===== config.mk =====
export PLATFORM = sky130hd
export DESIGN_NAME = term_loopback_switch_matrix
export DESIGN_NICKNAME = d
export VERILOG_FILES = /design/src/rtl/term_sm_pkg.sv /design/src/rtl/term_cfg_loader.sv /design/src/rtl/term_loopback_switch_matrix.sv
export SDC_FILE = /design/constraint.sdc
export NUM_CORES = 1
export LEC_CHECK = 0
export ABC_AREA = 1
export ABC_CLOCK_PERIOD_IN_PS = 3600
export BUFFER_PORTS_ARGS = -buffer_cell sky130_fd_sc_hd__buf_2
export CAP_MARGIN = 20
export CORE_MARGIN = 1.5
export CORE_UTILIZATION = 40
export CTS_BUF_LIST = sky130_fd_sc_hd__clkbuf_8
export DETAILED_ROUTE_END_ITERATION = 6
export MAX_ROUTING_LAYER = met4
export PLACE_DENSITY = 0.62
export REMOVE_ABC_BUFFERS = 1
export SLEW_MARGIN = 20
export SYNTH_ARGS = -nofsm -noshare
export SYNTH_HDL_FRONTEND = slang
export SYNTH_SLANG_ARGS = --single-unit
export TNS_END_PERCENT = 100

===== constraint.sdc =====
create_clock -name UserCLK -period 3.6 [get_ports UserCLK]
set_clock_uncertainty 0.1 [all_clocks]
set_input_delay 0.36 -clock UserCLK [delete_from_list [all_inputs] [get_ports UserCLK]]
set_output_delay 0.36 -clock UserCLK [all_outputs]
set_load 0.01 [all_outputs]

===== src/rtl/term_sm_pkg.sv =====
// Shared definitions for the loopback switch matrix: per-channel routing
// modes, configuration loader states and the word-count helper.
package term_sm_pkg;

  // Per-channel routing mode held in the active configuration register.
  typedef enum logic [1:0] {
    MODE_MIRROR_COMB = 2'b00,
    MODE_MIRROR_REG  = 2'b01,
    MODE_STRAIGHT    = 2'b10,
    MODE_TIE_LOW     = 2'b11
  } mode_e;

  // Configuration loader states.
  typedef enum logic [1:0] {
    ST_IDLE  = 2'b00,
    ST_LOAD  = 2'b01,
    ST_FULL  = 2'b10,
    ST_APPLY = 2'b11
  } state_e;

  // Number of configuration words needed to cover 2 mode bits per channel.
  function automatic int nw_words(input int nch, input int cfg_w);
    return (2 * nch + cfg_w - 1) / cfg_w;
  endfunction

endpackage


===== src/rtl/term_cfg_loader.sv =====
// Configuration loader: collects a shadow image word by word, waits for a
// commit, then copies the shadow into the active mode register.
module term_cfg_loader
  import term_sm_pkg::*;
#(
  parameter int NCH   = 52,
  parameter int CFG_W = 8
) (
  input  logic               UserCLK,
  input  logic               resetn,
  input  logic               cfg_valid,
  input  logic [CFG_W-1:0]   cfg_data,
  input  logic               cfg_commit,
  output logic               cfg_ready,
  output logic               cfg_loaded,
  output logic               cfg_done,
  output logic [2*NCH-1:0]   o_active
);

  localparam int NW    = nw_words(NCH, CFG_W);
  localparam int CNT_W = (NW > 1) ? $clog2(NW) : 1;

  state_e             r_state;
  logic [CNT_W-1:0]   r_count;
  logic [2*NCH-1:0]   r_shadow;
  logic [2*NCH-1:0]   r_active;
  logic               r_ready;
  logic               r_loaded;
  logic               r_done;

  // Loader FSM with word counter, shadow/active registers and registered handshake outputs.
  always_ff @(posedge UserCLK or negedge resetn) begin
    // NOTE: shadow and active images are ordinary flops, not a RAM, so they
    // are cleared by reset; a mid-load reset must leave no stale partial image.
    if (!resetn) begin
      r_state  <= ST_IDLE;
      r_count  <= '0;
      r_shadow <= '0;
      r_active <= '0;
      r_ready  <= 1'b1;
      r_loaded <= 1'b0;
      r_done   <= 1'b0;
    end else begin
      // NOTE: non-blocking assignments throughout, so every branch reads the
      // pre-edge values of the state, counter and shadow.
      r_done <= 1'b0;
      case (r_state)
        ST_IDLE, ST_LOAD: begin
          if (cfg_valid) begin
            // Word k lands on shadow bits [k*CFG_W +: CFG_W]; bits past 2*NCH have no home.
            for (int b = 0; b < 2 * NCH; b++) begin
              if (r_count == CNT_W'(b / CFG_W)) r_shadow[b] <= cfg_data[b % CFG_W];
            end
            if (r_count == CNT_W'(NW - 1)) begin
              r_state  <= ST_FULL;
              r_count  <= '0;
              r_ready  <= 1'b0;
              r_loaded <= 1'b1;
            end else begin
              r_state <= ST_LOAD;
              r_count <= r_count + CNT_W'(1);
            end
          end
        end
        ST_FULL: begin
          if (cfg_commit) begin
            r_state  <= ST_APPLY;
            r_loaded <= 1'b0;
          end
        end
        ST_APPLY: begin
          r_active <= r_shadow;
          r_state  <= ST_IDLE;
          r_ready  <= 1'b1;
          r_done   <= 1'b1;
        end
        default: r_state <= ST_IDLE;
      endcase
    end
  end

  assign cfg_ready  = r_ready;
  assign cfg_loaded = r_loaded;
  assign cfg_done   = r_done;
  assign o_active   = r_active;

endmodule


===== src/rtl/term_loopback_switch_matrix.sv =====
// Terminal loopback switch matrix: routes S_END to N_BEG per channel as
// mirrored, mirrored-and-registered, straight, or tied low.
module term_loopback_switch_matrix
  import term_sm_pkg::*;
#(
  parameter int NCH   = 52,
  parameter int CFG_W = 8
) (
  input  logic               UserCLK,
  input  logic               resetn,
  input  logic [NCH-1:0]     S_END,
  output logic [NCH-1:0]     N_BEG,
  input  logic               cfg_valid,
  input  logic [CFG_W-1:0]   cfg_data,
  output logic               cfg_ready,
  input  logic               cfg_commit,
  output logic               cfg_loaded,
  output logic               cfg_done
);

  logic [2*NCH-1:0] w_active;
  logic [NCH-1:0]   r_pipe;

  term_cfg_loader #(
    .NCH   (NCH),
    .CFG_W (CFG_W)
  ) u_loader (
    .UserCLK    (UserCLK),
    .resetn     (resetn),
    .cfg_valid  (cfg_valid),
    .cfg_data   (cfg_data),
    .cfg_commit (cfg_commit),
    .cfg_ready  (cfg_ready),
    .cfg_loaded (cfg_loaded),
    .cfg_done   (cfg_done),
    .o_active   (w_active)
  );

  // Pipeline flops sample the mirrored input every cycle, whatever the mode.
  always_ff @(posedge UserCLK or negedge resetn) begin
    if (!resetn) begin
      r_pipe <= '0;
    end else begin
      for (int i = 0; i < NCH; i++) r_pipe[i] <= S_END[NCH-1-i];
    end
  end

  // Per-channel output select driven by the active mode.
  always_comb begin
    // NOTE: default every output bit first so no path through the case
    // leaves N_BEG unassigned and infers a latch.
    N_BEG = '0;
    for (int i = 0; i < NCH; i++) begin
      case (mode_e'(w_active[2*i +: 2]))
        MODE_MIRROR_COMB: N_BEG[i] = S_END[NCH-1-i];
        MODE_MIRROR_REG:  N_BEG[i] = r_pipe[i];
        MODE_STRAIGHT:    N_BEG[i] = S_END[i];
        default:          N_BEG[i] = 1'b0;
      endcase
    end
  end

endmodule


==> qor_table.md, run 1 <==
| Parameter | Value |
|---|---|
| Outcome | finished with violations |
| Failing checks | DRC |
| Dominant delay contributor by cell family on the critical path | buffers and inverters |
| Seq/Total Area, Yosys | 0.6272 |
| Largest fanout on the critical path | 3 |
| Cells traversed along the worst timing path | dlygate4sd3_1 -> buf_2 -> nor2_1 -> o31ai_1 -> buf_2 |
| Post-DR vias/cell | 4.795 |
| Maximum operating frequency | 459.9 MHz |
| Count of buffers inserted at the top-level ports | 118 |
| DRT antenna net count | 0 |
| Max-slew violation count | 0 |
| Growth of design area from synthesis to finish | 20.83% |
| Endpoint of the most critical register-to-register path | u_loader.r_count[3] |
| Register clock-pin slew on the reported worst setup and hold paths | 50 ps |
| Worst R2R Setup Slack | 1620 ps |
| Category of the worst setup path capture point | primary output |
| Final worst path period need | 2175 ps |
| Setup violations, final | 0 |
| Power Total | 0.01023 W |
| Residual overflow from global routing | 0 |
| Core Util, Final | 0.4950 |
| IR drop worst, VDD | 0.3422 mV |
| Global-route wire length before repair | 41.68 mm |
| Cell row count | 59 |
| Starting DRC count in detailed routing | 619 |
| Final hold violation count | 0 |
| Transition at the pin with the smallest max-transition slack | 834.7 ps |
| Pleak | 6.346 nW |
| Total standard cell area after synthesis | 10,740 um^2 |
| Critical path's most frequent cell | sky130_fd_sc_hd__buf_2 |
| Number of gates resized after CTS | 0 |
| Yosys synthesis warning count | 0 |
| Initial core utilization | 0.4096 |
| Relative slew slack | 0.4427 |
| Antenna diode instance count | 0 |
| Worst path slowest cell | sky130_fd_sc_hd__dlygate4sd3_1 |
| Final layout net count | 1,400 |
| Die span in x | 166.8 um |
| Final worst path period share | 0.6040 |
| Critical R2R Launch | u_loader.r_count[0] |
| Number of H-tree levels | 2 |
| Worst Hold End | u_loader.r_state[1] |
| Critical path required time | 3140 ps |
| Final cell count without fillers | 1,692 |
| Buf/Inv on CP | 3 |
| Depth of the worst hold-timing path | 4 |
| Share of cells above drive strength 1 | 0.1621 |
| Data arrival time of the critical path | 1710 ps |
| Count of unique library cells instantiated by Yosys | 22 |
| Number of register bits inferred by synthesis | 269 |
| Startpoint of the lowest-slack hold path | cfg_commit |
| Gp weighted congestion | 0.7659 |
| CTS Root Buffer Type | sky130_fd_sc_hd__clkbuf_8 |
| Clock buffers created by TritonCTS | 46 |
| Routed len/inst | 14.61 um |
| Critical path type | in -> out |
| CP peak stage delay | 530 ps |
| Number of ports placed on the die boundary | 119 |
| Die Area | 27,830 um^2 |
| First-pass iteration count of the detailed router | 7 |
| Per-instance average area after synthesis | 9.319 um^2 |
| DRC violation count after routing | 7 |
| Post-placement cell count | 1,566 |
| Height of the die | 166.8 um |
| Antenna violations before repair | 0 |
| Unrepaired setup endpoints after global routing | no |
| Number of violations of the max-capacitance limit | 0 |
| Largest net degree at the start of global routing | 103 |
| Maximum buffer depth of the clock tree | 3 |
| HPWL after detailed placement | 15.82 mm |
| TritonCTS clock tree | done |
| Routed wire length | 24.72 mm |
| Vias | 8,113 |
| Synthesized instance count | 1,152 |
| Worst min path class | in -> reg |
| Global routing usage summed across all routing layers | 0.1920 |
| Number of global-route vias before repair | 8,150 |
| Depth of the most critical reg-to-reg path | 7 |
| Area of the core region | 26,210 um^2 |
| Clock Latency Late Sink | 550 ps |
| TritonCTS sink count | 269 |
| Startpoint class of the critical path | input pin |
| Cell Pwr Density | 788.4 nW/um^2 |
-- placed cells by master (no fill, tap or decap), types with 5 or more instances in the layout --
cell,n
sky130_fd_sc_hd__dfrtp_1,268
sky130_fd_sc_hd__nand2_1,261
sky130_fd_sc_hd__inv_2,21
sky130_fd_sc_hd__o31ai_1,52
sky130_fd_sc_hd__o21ai_1,195
sky130_fd_sc_hd__inv_1,136
sky130_fd_sc_hd__nor2_1,108
sky130_fd_sc_hd__dlygate4sd3_1,53
sky130_fd_sc_hd__nor2_4,5
sky130_fd_sc_hd__buf_2,117
sky130_fd_sc_hd__nand3_1,57
sky130_fd_sc_hd__clkbuf_8,54
-- power by group --
group          switching, W  total (W)  internal, W
clock               0.00115    0.00250      0.00134
combinational       0.00175    0.00293      0.00118
sequential         0.000643    0.00480      0.00416
total               0.00355     0.0102      0.00668
-- tightest hold or removal path, stage by stage --
cell                      delay, ps
sky130_fd_sc_hd__buf_2           70
sky130_fd_sc_hd__inv_1           60
sky130_fd_sc_hd__nand3_1        110
sky130_fd_sc_hd__nand2_1         60
-- Yosys cell counts --
cell type / n / area share
sky130_fd_sc_hd__o31ai_1: 52 / 0.036
sky130_fd_sc_hd__nand3_2: 4 / 0.0037
sky130_fd_sc_hd__nand2_1: 262 / 0.092
sky130_fd_sc_hd__or2_1: 1 / 0.00058
sky130_fd_sc_hd__ha_1: 4 / 0.0047
sky130_fd_sc_hd__nand3_1: 57 / 0.027
sky130_fd_sc_hd__nor2_2: 4 / 0.0023
sky130_fd_sc_hd__buf_6: 2 / 0.0021
sky130_fd_sc_hd__or2_4: 1 / 0.00082
sky130_fd_sc_hd__buf_4: 4 / 0.0028
sky130_fd_sc_hd__nor2_1: 108 / 0.038
sky130_fd_sc_hd__dfstp_2: 1 / 0.0024
sky130_fd_sc_hd__nand2_2: 2 / 0.0012
sky130_fd_sc_hd__a21oi_1: 1 / 0.00047
sky130_fd_sc_hd__o21ai_1: 195 / 0.091
sky130_fd_sc_hd__buf_2: 19 / 0.0089
sky130_fd_sc_hd__nand4_1: 1 / 0.00058
sky130_fd_sc_hd__inv_1: 121 / 0.042
sky130_fd_sc_hd__dfrtp_1: 268 / 0.62
sky130_fd_sc_hd__inv_2: 21 / 0.0073
sky130_fd_sc_hd__clkbuf_1: 19 / 0.0066
sky130_fd_sc_hd__nor2_4: 5 / 0.0052
-- through the flow --
step           setup WS (ps)  instance area (um^2)  hold WS [ps]  TNS [ps]
6_report                1425                 12970         58.74         0
5_1_grt                 1279                 12970         70.44         0
4_1_cts                 1416                 12970         30.17         0
3_5_place_dp            1624                 11620         354.9         0
3_3_place_gp            1684                 11620         351.5         0
2_1_floorplan         -956.9                 10520        -35.59    -30900
-- what timing repair did --
item | in CTS | in global routing
hold endpoints to repair | 151 | 0
setup buffers | 0 | 0
hold buffers | 53 | 0
-- routing by layer --
metal / track usage / part of all wire / wire length [um]
met1: 0.2664 / 0.49 / 12030
met2: 0.2883 / 0.45 / 11060
met3: 0.03517 / 0.046 / 1130
met4: 0.05652 / 0.020 / 504
met5: - / 0 / 0
-- final cells by class --
| class | instances | area (um^2) |
|---|---|---|
| fill | 2488 | 13240 |
| sequential | 269 | 6733 |
| multi-input combinational | 697 | 3258 |
| timing repair buffer | 176 | 1206 |
| clock buffer | 54 | 743.2 |
| inverter | 142 | 533.0 |
| tap | 335 | 419.2 |
| clock inverter | 19 | 78.83 |
-- registers in the layout, indices dropped and copies added, names as in the netlist --
name	flops
u_loader.cfg_loaded	1
u_loader.r_shadow	104
u_loader.r_count	4
u_loader.cfg_ready	1
u_loader.o_active	104
u_loader.r_state	2
u_loader.cfg_done	1
r_pipe	52
-- worst max path at each step --
stage | start | end | slack (ps) | cells after the start
floorplan | u_loader.r_state[1] | u_loader.cfg_done | -960 | 2
CTS | S_END[15] | N_BEG[36] | 1420 | 5
global placement | u_loader.r_count[0] | u_loader.r_count[3] | 1680 | 7
finish | S_END[46] | N_BEG[5] | 1430 | 5
global route | S_END[36] | N_BEG[36] | 1280 | 5
detailed placement | u_loader.r_state[1] | u_loader.o_active[27] | 1620 | 4
-- cell families (layout without fill, tap and decap cells) --
family / Yosys count / in the layout / share of synthesized area
buffers and inverters: 186 / 391 / 0.07005
flip-flops: 269 / 269 / 0.6272
AO/OA/AOI/OAI: 248 / 248 / 0.1277
AND/OR/NAND/NOR: 445 / 445 / 0.1704
adder cells (fa/ha/maj): 4 / 4 / 0.004662
Power figures use the tool's default switching activity.
==> inputs of run 2 (changes only) <==
--- a/config.mk
+++ b/config.mk
@@ -5,8 +5,8 @@
 export SDC_FILE = /design/constraint.sdc
 export NUM_CORES = 1
 export LEC_CHECK = 0
-export ABC_AREA = 1
-export ABC_CLOCK_PERIOD_IN_PS = 3600
+export ABC_AREA = 0
+export ABC_CLOCK_PERIOD_IN_PS = 2300
 export BUFFER_PORTS_ARGS = -buffer_cell sky130_fd_sc_hd__buf_2
 export CAP_MARGIN = 20
 export CORE_MARGIN = 1.5
==> constraint.sdc (replaced) <==
create_clock -name UserCLK -period 2.3 [get_ports UserCLK]
set_clock_uncertainty 0.1 [all_clocks]
set_input_delay 0.23 -clock UserCLK [delete_from_list [all_inputs] [get_ports UserCLK]]
set_output_delay 0.23 -clock UserCLK [all_outputs]
set_load 0.01 [all_outputs]
==> qor_table.md, run 2 <==
| Parameter | Value | Change |
|---|---|---|
| Count of buffers inserted at the top-level ports | 118 | unchanged |
| Fillers | 2,327 | was 2,488 |
| Residual overflow from global routing | 0 | unchanged |
| Cell with the most instances after synthesis | sky130_fd_sc_hd__dfrtp_1 | unchanged |
| Critical path required time | 2620 ps | was 3140 ps |
| Register area | 6733 um^2 | unchanged |
| Number of gates resized after CTS | 0 | unchanged |
| Hold_buf cts | 54 | was 53 |
| Number of violations of the max-capacitance limit | 0 | unchanged |
| Final hold violation count | 0 | unchanged |
| Category of the worst setup path capture point | flop | was primary output |
| CTS Root Buffer Type | sky130_fd_sc_hd__clkbuf_8 | unchanged |
| Portion of synthesized cell area occupied by the leading cell type | 0.6196 | was 0.6247 |
| Largest fanout on the critical path | 8 | was 3 |
| Share of cells above drive strength 1 | 0.4441 | was 0.1621 |
| Count of unique library cells instantiated by Yosys | 33 | was 22 |
| Worst path setup slack after routing | 330.0 ps | was 1425 ps |
| Die Area | 28,060 um^2 | was 27,830 um^2 |
| Register clock-pin slew on the reported worst setup and hold paths | 60 ps | was 50 ps |
| Per-instance average area after synthesis | 15.22 um^2 | was 9.319 um^2 |
| Number of global-route vias before repair | 6,786 | was 8,150 |
| Antenna violations before repair | 0 | unchanged |
| Routed len/inst | 17.09 um | was 14.61 um |
| Power share of the clock group | 0.278 | was 0.244 |
| Starting DRC count in detailed routing | 283 | was 619 |
| Commonest non-fill, non-tap cell in the layout | sky130_fd_sc_hd__dfrtp_1 | unchanged |
| Initial core utilization | 0.4050 | was 0.4096 |
| Number of register bits inferred by synthesis | 269 | unchanged |
| Clock Latency Late Sink | 540 ps | was 550 ps |
| Growth of design area from synthesis to finish | 24.06% | was 20.83% |
| Outcome | completed | was finished with violations |
| Post-synth EDFFs | 0 | unchanged |
| Sw Share | 0.2859 | was 0.3468 |
| Global-route wire length before repair | 36.44 mm | was 41.68 mm |
| Clock buffers created by TritonCTS | 45 | was 46 |
| Height of the die | 167.5 um | was 166.8 um |
| Post-placement setup slack | 338.7 ps | was 1624 ps |
| Leading cell types in the layout, fill and taps excluded | 268 x sky130_fd_sc_hd__dfrtp_1, 207 x sky130_fd_sc_hd__mux2_2, 117 x sky130_fd_sc_hd__buf_2 | was 268 x sky130_fd_sc_hd__dfrtp_1, 261 x sky130_fd_sc_hd__nand2_1, 195 x sky130_fd_sc_hd__o21ai_1 |
| Worst min path class | in -> reg | unchanged |
| Final worst path period need | 1970 ps |  |
| Top post-synthesis cells by area | sky130_fd_sc_hd__dfrtp_1 62%, sky130_fd_sc_hd__mux2_2 22%, sky130_fd_sc_hd__mux2i_1 4.9% | was sky130_fd_sc_hd__dfrtp_1 62%, sky130_fd_sc_hd__nand2_1 9.2%, sky130_fd_sc_hd__o21ai_1 9.1% |
| Startpoint class of the critical path | flop | was input pin |
| Critical path type | reg -> reg | was in -> out |
| Maximum operating frequency | 507.6 MHz |  |
| Transition at the pin with the smallest max-transition slack | 456.6 ps | was 834.7 ps |
| Die span in x | 167.5 um | was 166.8 um |
| Seq/Total Area, Yosys | 0.6220 | was 0.6272 |
| Relative slew slack | 0.6956 | was 0.4427 |
| Maximum buffer depth of the clock tree | 3 | unchanged |
| Critical R2R Launch | u_loader.r_count[0] | unchanged |
| Relative contribution of sequential cells to total power | 0.481 | was 0.469 |
| Yosys synthesis warning count | 0 | unchanged |
| Unrepaired setup endpoints after global routing | no | unchanged |
| Predominant post-synthesis flop cell | sky130_fd_sc_hd__dfrtp_1 | unchanged |
| TritonCTS clock tree | done | unchanged |
| Total standard cell area after synthesis | 10,820 um^2 | was 10,740 um^2 |
| Post-DR vias/cell | 4.983 | was 4.795 |
| Max-slew violation count | 0 | unchanged |
| Cell row count | 60 | was 59 |
| Proportion of power drawn by combinational gates | 0.241 | was 0.287 |
| Commonest cells post-synth | 268 x sky130_fd_sc_hd__dfrtp_1, 207 x sky130_fd_sc_hd__mux2_2, 57 x sky130_fd_sc_hd__o21ai_0, 53 x sky130_fd_sc_hd__mux2i_1, 53 x sky130_fd_sc_hd__nand3b_1 | was 268 x sky130_fd_sc_hd__dfrtp_1, 262 x sky130_fd_sc_hd__nand2_1, 195 x sky130_fd_sc_hd__o21ai_1, 121 x sky130_fd_sc_hd__inv_1, 108 x sky130_fd_sc_hd__nor2_1 |
| Area occupied by multi-input gates | 3950 um^2 | was 3258 um^2 |
| Setup violations, final | 0 | unchanged |
| Routed wire length | 22.19 mm | was 24.72 mm |
| Data arrival time of the critical path | 2290 ps | was 1710 ps |
| Switching power summed over all nets | 0.004451 W | was 0.003546 W |
| DRT antenna net count | 0 | unchanged |
| Largest net degree at the start of global routing | 54 | was 103 |
| First-pass iteration count of the detailed router | 4 | was 7 |
| Sum of negative setup slack | 0 ps | unchanged |
| Cell internal power dissipation | 0.01112 W | was 0.006681 W |
| Post-CTS setup buffer count | 0 | unchanged |
| Final layout net count | 989 | was 1,400 |
| Vias | 6,468 | was 8,113 |
| IR drop worst, VDD | 0.5681 mV | was 0.3422 mV |
| Cell Pwr Density | 1159 nW/um^2 | was 788.4 nW/um^2 |
| DRC violation count after routing | 0 | was 7 |
| Synthesized instance count | 711 | was 1,152 |
| Global routing usage summed across all routing layers | 0.1696 | was 0.1920 |
| Final worst path period share | 0.8565 |  |
| HPWL after detailed placement | 13.88 mm | was 15.82 mm |
| Startpoint of the lowest-slack hold path | cfg_valid | was cfg_commit |
| Antenna diode instance count | 0 | unchanged |
| TritonCTS sink count | 269 | unchanged |
| Post-Route Hold Slack | 50.42 ps | was 58.74 ps |
| Number of H-tree levels | 2 | unchanged |
| Gp weighted congestion | 0.7539 | was 0.7659 |
| Pleak | 6.156 nW | was 6.346 nW |
| Fraction of registers with async set or reset after synthesis | 1.000 | unchanged |
| Area of the core region | 26,730 um^2 | was 26,210 um^2 |
| Number of ports placed on the die boundary | 119 | unchanged |
| Cell taking the most area after synthesis | sky130_fd_sc_hd__dfrtp_1 | unchanged |
| Critical Path Source | u_loader.r_count[0] | was S_END[46] |
run 2: cell types whose count changed after synthesis, sizes merged, moves of 11 or more:
cell    change
nand2     -257
mux2      +209
inv       -139
o21ai     -138
nor2      -113
nand3      -55
nand3b     +54
mux2i      +53
o31ai      -51
clkbuf     -11
run 2: metrics by stage:
stage                     cell area (um^2)  std cells  power, W    util
after detailed placement             11930       1161   0.01131  0.4463
after floorplan                      10690        686  0.009916       -
after global placement               11930       1161   0.01118  0.4463
after CTS                            13430       1298   0.01579  0.5024
after global routing                 13430       1298   0.01656  0.5024
final                                13430       1298   0.01557  0.5024
run 2: critical path: stages (launching register included):
cell and delay, ps:
sky130_fd_sc_hd__dfrtp_1 430, sky130_fd_sc_hd__inv_1 120, sky130_fd_sc_hd__ha_1 240, sky130_fd_sc_hd__nand2b_1 160, sky130_fd_sc_hd__nor3_4 410, sky130_fd_sc_hd__mux2_2 390
run 2: final cells by class:
cell class | count | area share
Inverter | 3 | 0.0008386
Clock buffer | 61 | 0.06252
Multi-Input combinational cell | 414 | 0.2942
Sequential cell | 269 | 0.5014
Timing Repair Buffer | 188 | 0.1004
Tap cell | 341 | 0.03177
Clock inverter | 22 | 0.008852
run 2: per-layer routing:
layer	vias to the layer above	GRT usage	wire, um
met5	-	-	0
met1	3305	0.2307	10850
met2	117	0.2612	10190
met4	0	0.05131	397
li1	3007	-	-
met3	39	0.02883	754
run 2: path summary, 6_finish.rpt:
| path | to | slack, ps | cells past startpoint |
|---|---|---|---|
| worst max-delay path | u_loader.r_shadow[37] | 330 | 5 |
| worst min register to register | u_loader.r_shadow[71] | 400 | 1 |
| worst max register to register | u_loader.r_shadow[37] | 330 | 5 |
| worst min-delay path | u_loader.r_state[0] | 50 | 3 |
| max in group asynchronous | u_loader.r_shadow[79] | 1280 | 3 |
| min in group asynchronous | r_pipe[23] | 80 | 2 |
run 2: cells by family (layout without fill, tap and decap cells):
| group | after synthesis | after routing | synth area share |
|---|---|---|---|
| flops | 269 | 269 | 0.6220 |
| compound gates | 61 | 61 | 0.02878 |
| buf+inv | 28 | 274 | 0.01329 |
| simple gates | 87 | 87 | 0.06485 |
| mux | 262 | 262 | 0.2664 |
| fa+ha+maj | 4 | 4 | 0.004624 |
run 2: power by group through the flow:
stage / clock [W] / combinational (W) / sequential, W
2_1_floorplan: 0 / 0.00272 / 0.00719
3_3_place_gp: 0 / 0.00365 / 0.00753
3_5_place_dp: 0 / 0.00373 / 0.00757
4_1_cts: 0.00447 / 0.00382 / 0.00750
5_1_grt: 0.00469 / 0.00414 / 0.00774
6_report: 0.00433 / 0.00375 / 0.00748
==> inputs of run 3 (changes only) <==
--- a/config.mk
+++ b/config.mk
@@ -9,13 +9,15 @@
 export ABC_CLOCK_PERIOD_IN_PS = 2300
 export BUFFER_PORTS_ARGS = -buffer_cell sky130_fd_sc_hd__buf_2
 export CAP_MARGIN = 20
-export CORE_MARGIN = 1.5
+export CORE_MARGIN = 2
 export CORE_UTILIZATION = 40
 export CTS_BUF_LIST = sky130_fd_sc_hd__clkbuf_8
 export DETAILED_ROUTE_END_ITERATION = 6
+export GPL_TIMING_DRIVEN = 0
 export MAX_ROUTING_LAYER = met4
 export PLACE_DENSITY = 0.62
 export REMOVE_ABC_BUFFERS = 1
+export SETUP_SLACK_MARGIN = 0.3
 export SLEW_MARGIN = 20
 export SYNTH_ARGS = -nofsm -noshare
 export SYNTH_HDL_FRONTEND = slang
==> qor_table.md, run 3 (synthesis results as in run 2) <==
| Parameter | Value | Change |
|---|---|---|
| Final layout net count | 989 | unchanged |
| TritonCTS clock tree | done | unchanged |
| Maximum buffer depth of the clock tree | 3 | unchanged |
| HPWL after detailed placement | 13.25 mm | was 13.88 mm |
| Share of cells above drive strength 1 | 0.4404 | was 0.4441 |
| Unrepaired setup endpoints after global routing | no | unchanged |
| Area of the core region | 26,730 um^2 | unchanged |
| Largest fanout on the critical path | 3 | was 8 |
| Clock Latency Late Sink | 540 ps | about the same |
| Cell Pwr Density | 1141 nW/um^2 | was 1159 nW/um^2 |
| Transition at the pin with the smallest max-transition slack | 547.7 ps | was 456.6 ps |
| Clock buffers created by TritonCTS | 46 | was 45 |
| Power Total | 0.01533 W | was 0.01557 W |
| Cell row count | 60 | unchanged |
| Number of H-tree levels | 2 | unchanged |
| Initial core utilization | 0.4050 | unchanged |
| Final worst path period share | 0.8215 | was 0.8565 |
| DRT antenna net count | 0 | unchanged |
| Leading cell types in the layout, fill and taps excluded | 266 x sky130_fd_sc_hd__dfrtp_1, 207 x sky130_fd_sc_hd__mux2_2, 117 x sky130_fd_sc_hd__buf_2 | was 268 x sky130_fd_sc_hd__dfrtp_1, 207 x sky130_fd_sc_hd__mux2_2, 117 x sky130_fd_sc_hd__buf_2 |
| Antenna violations before repair | 1 | was 0 |
| Vias | 6,481 | was 6,468 |
| Commonest non-fill, non-tap cell in the layout | sky130_fd_sc_hd__dfrtp_1 | unchanged |
| Number of violations of the max-capacitance limit | 0 | unchanged |
| Pleak | 6.155 nW | was 6.156 nW |
| TritonCTS sink count | 269 | unchanged |
| Data arrival time of the critical path | 1560 ps | was 2290 ps |
| Startpoint class of the critical path | flop | unchanged |
| Final hold violation count | 0 | unchanged |
| CP peak stage delay | 400 ps | was 430 ps |
| DRC violation count after routing | 0 | unchanged |
| Critical path type | reg -> out | was reg -> reg |
| Worst min path class | in -> reg | unchanged |
| Sum of negative setup slack | 0 ps | unchanged |
| Number of ports placed on the die boundary | 119 | unchanged |
| Area of all placed cells without fillers | 13,440 um^2 | was 13,430 um^2 |
| Outcome | completed | unchanged |
| Routed wire length | 21.88 mm | was 22.19 mm |
| Relative slew slack | 0.6349 | was 0.6956 |
| Category of the worst setup path capture point | primary output | was flop |
| Post-DR vias/cell | 4.993 | was 4.983 |
| Die Area | 28,390 um^2 | was 28,060 um^2 |
| Register clock-pin slew on the reported worst setup and hold paths | 60 ps | about the same |
| Gp weighted congestion | 0.7078 | was 0.7539 |
| Setup violations, final | 0 | unchanged |
| Cells traversed along the worst timing path | mux2i_1 -> o21ai_0 -> buf_2 | was inv_1 -> ha_1 -> nand2b_1 -> nor3_4 -> mux2_2 |
| IR drop worst, VDD | 0.4802 mV | was 0.5681 mV |
| Growth of design area from synthesis to finish | 24.14% | was 24.06% |
| Height of the die | 168.5 um | was 167.5 um |
| Maximum operating frequency | 529.2 MHz | was 507.6 MHz |
| Count of buffers inserted at the top-level ports | 118 | unchanged |
| Residual overflow from global routing | 0 | unchanged |
| Max-slew violation count | 0 | unchanged |
| First-pass iteration count of the detailed router | 4 | unchanged |
| Number of global-route vias before repair | 6,809 | was 6,786 |
| Largest net degree at the start of global routing | 89 | was 54 |
| Routed len/inst | 16.86 um | was 17.09 um |
| Die span in x | 168.5 um | was 167.5 um |
| Starting DRC count in detailed routing | 252 | was 283 |
| Core Util, Final | 0.5028 | was 0.5024 |
| Global-route wire length before repair | 36.14 mm | was 36.44 mm |
| Final worst path period need | 1889 ps | was 1970 ps |
| Cell area reported after detailed placement | 11,860 um^2 | was 11,930 um^2 |
| CTS Root Buffer Type | sky130_fd_sc_hd__clkbuf_8 | unchanged |
| Critical path required time | 1970 ps | was 2620 ps |
| Global routing usage summed across all routing layers | 0.1646 | was 0.1696 |
| Worst path slowest cell | sky130_fd_sc_hd__dfrtp_1 | unchanged |
run 3: power breakdown:
group | internal, W | switching (W)
registers | 0.00638 | 0.00111
clock network | 0.00223 | 0.00184
logic | 0.00230 | 0.00148
total | 0.0109 | 0.00442
run 3: area by class of cell:
cell class              count  area (um^2)
diodes                      1        2.502
fillers                  2357        13290
repair buffers            187         1416
clock buffers              57        784.5
multi-input cells         414         3950
inverters                   3        11.26
well taps                 341        426.7
clock inverters            26        110.1
flip-flops and latches    269         6735
run 3: final timing paths:
path	start	endpoint	slack [ps]	cells past startpoint
worst max-delay path	u_loader.o_active[37]	N_BEG[18]	410	3
worst min-delay path	cfg_valid	u_loader.r_state[0]	70	3
worst max register to register	u_loader.r_count[1]	u_loader.r_shadow[14]	420	6
worst min register to register	u_loader.r_shadow[55]	u_loader.r_shadow[55]	380	1
max in group asynchronous	resetn	u_loader.o_active[93]	1110	4
min in group asynchronous	resetn	r_pipe[28]	180	3
run 3: per-layer routing:
layer | up-vias | routed length [um] | global-route usage
li1 | 3006 | - | -
met1 | 3299 | 10350 | 0.2190
met2 | 131 | 10180 | 0.2603
met3 | 45 | 927 | 0.03156
met4 | 0 | 427 | 0.04610
met5 | - | 0 | -
run 3: repair_timing:
action	4_1_cts	5_1_grt
hold buffers	56	0
endpoints found under the setup margin	70	27
gates resized for setup	1	1
pin swaps	4	1
buffers inserted	6	2
endpoints found under the hold margin	161	0
run 3: critical path, delay by kind of cell (launching register included):
family / cells / cell delay, ps
buf+inv: 1 / 210
compound gates: 1 / 310
mux: 1 / 120
flops: 1 / 400
run 3: through the flow:
step | std cells | setup WS, ps | hold slack (ps)
after floorplan | 686 | -1430 | -165.6
after global placement | 1145 | -4102 | 265.7
after detailed placement | 1150 | -7.625 | -12.79
after CTS | 1295 | 329.5 | 29.00
after global routing | 1297 | 311.3 | 79.77
final | 1298 | 410.5 | 69.08
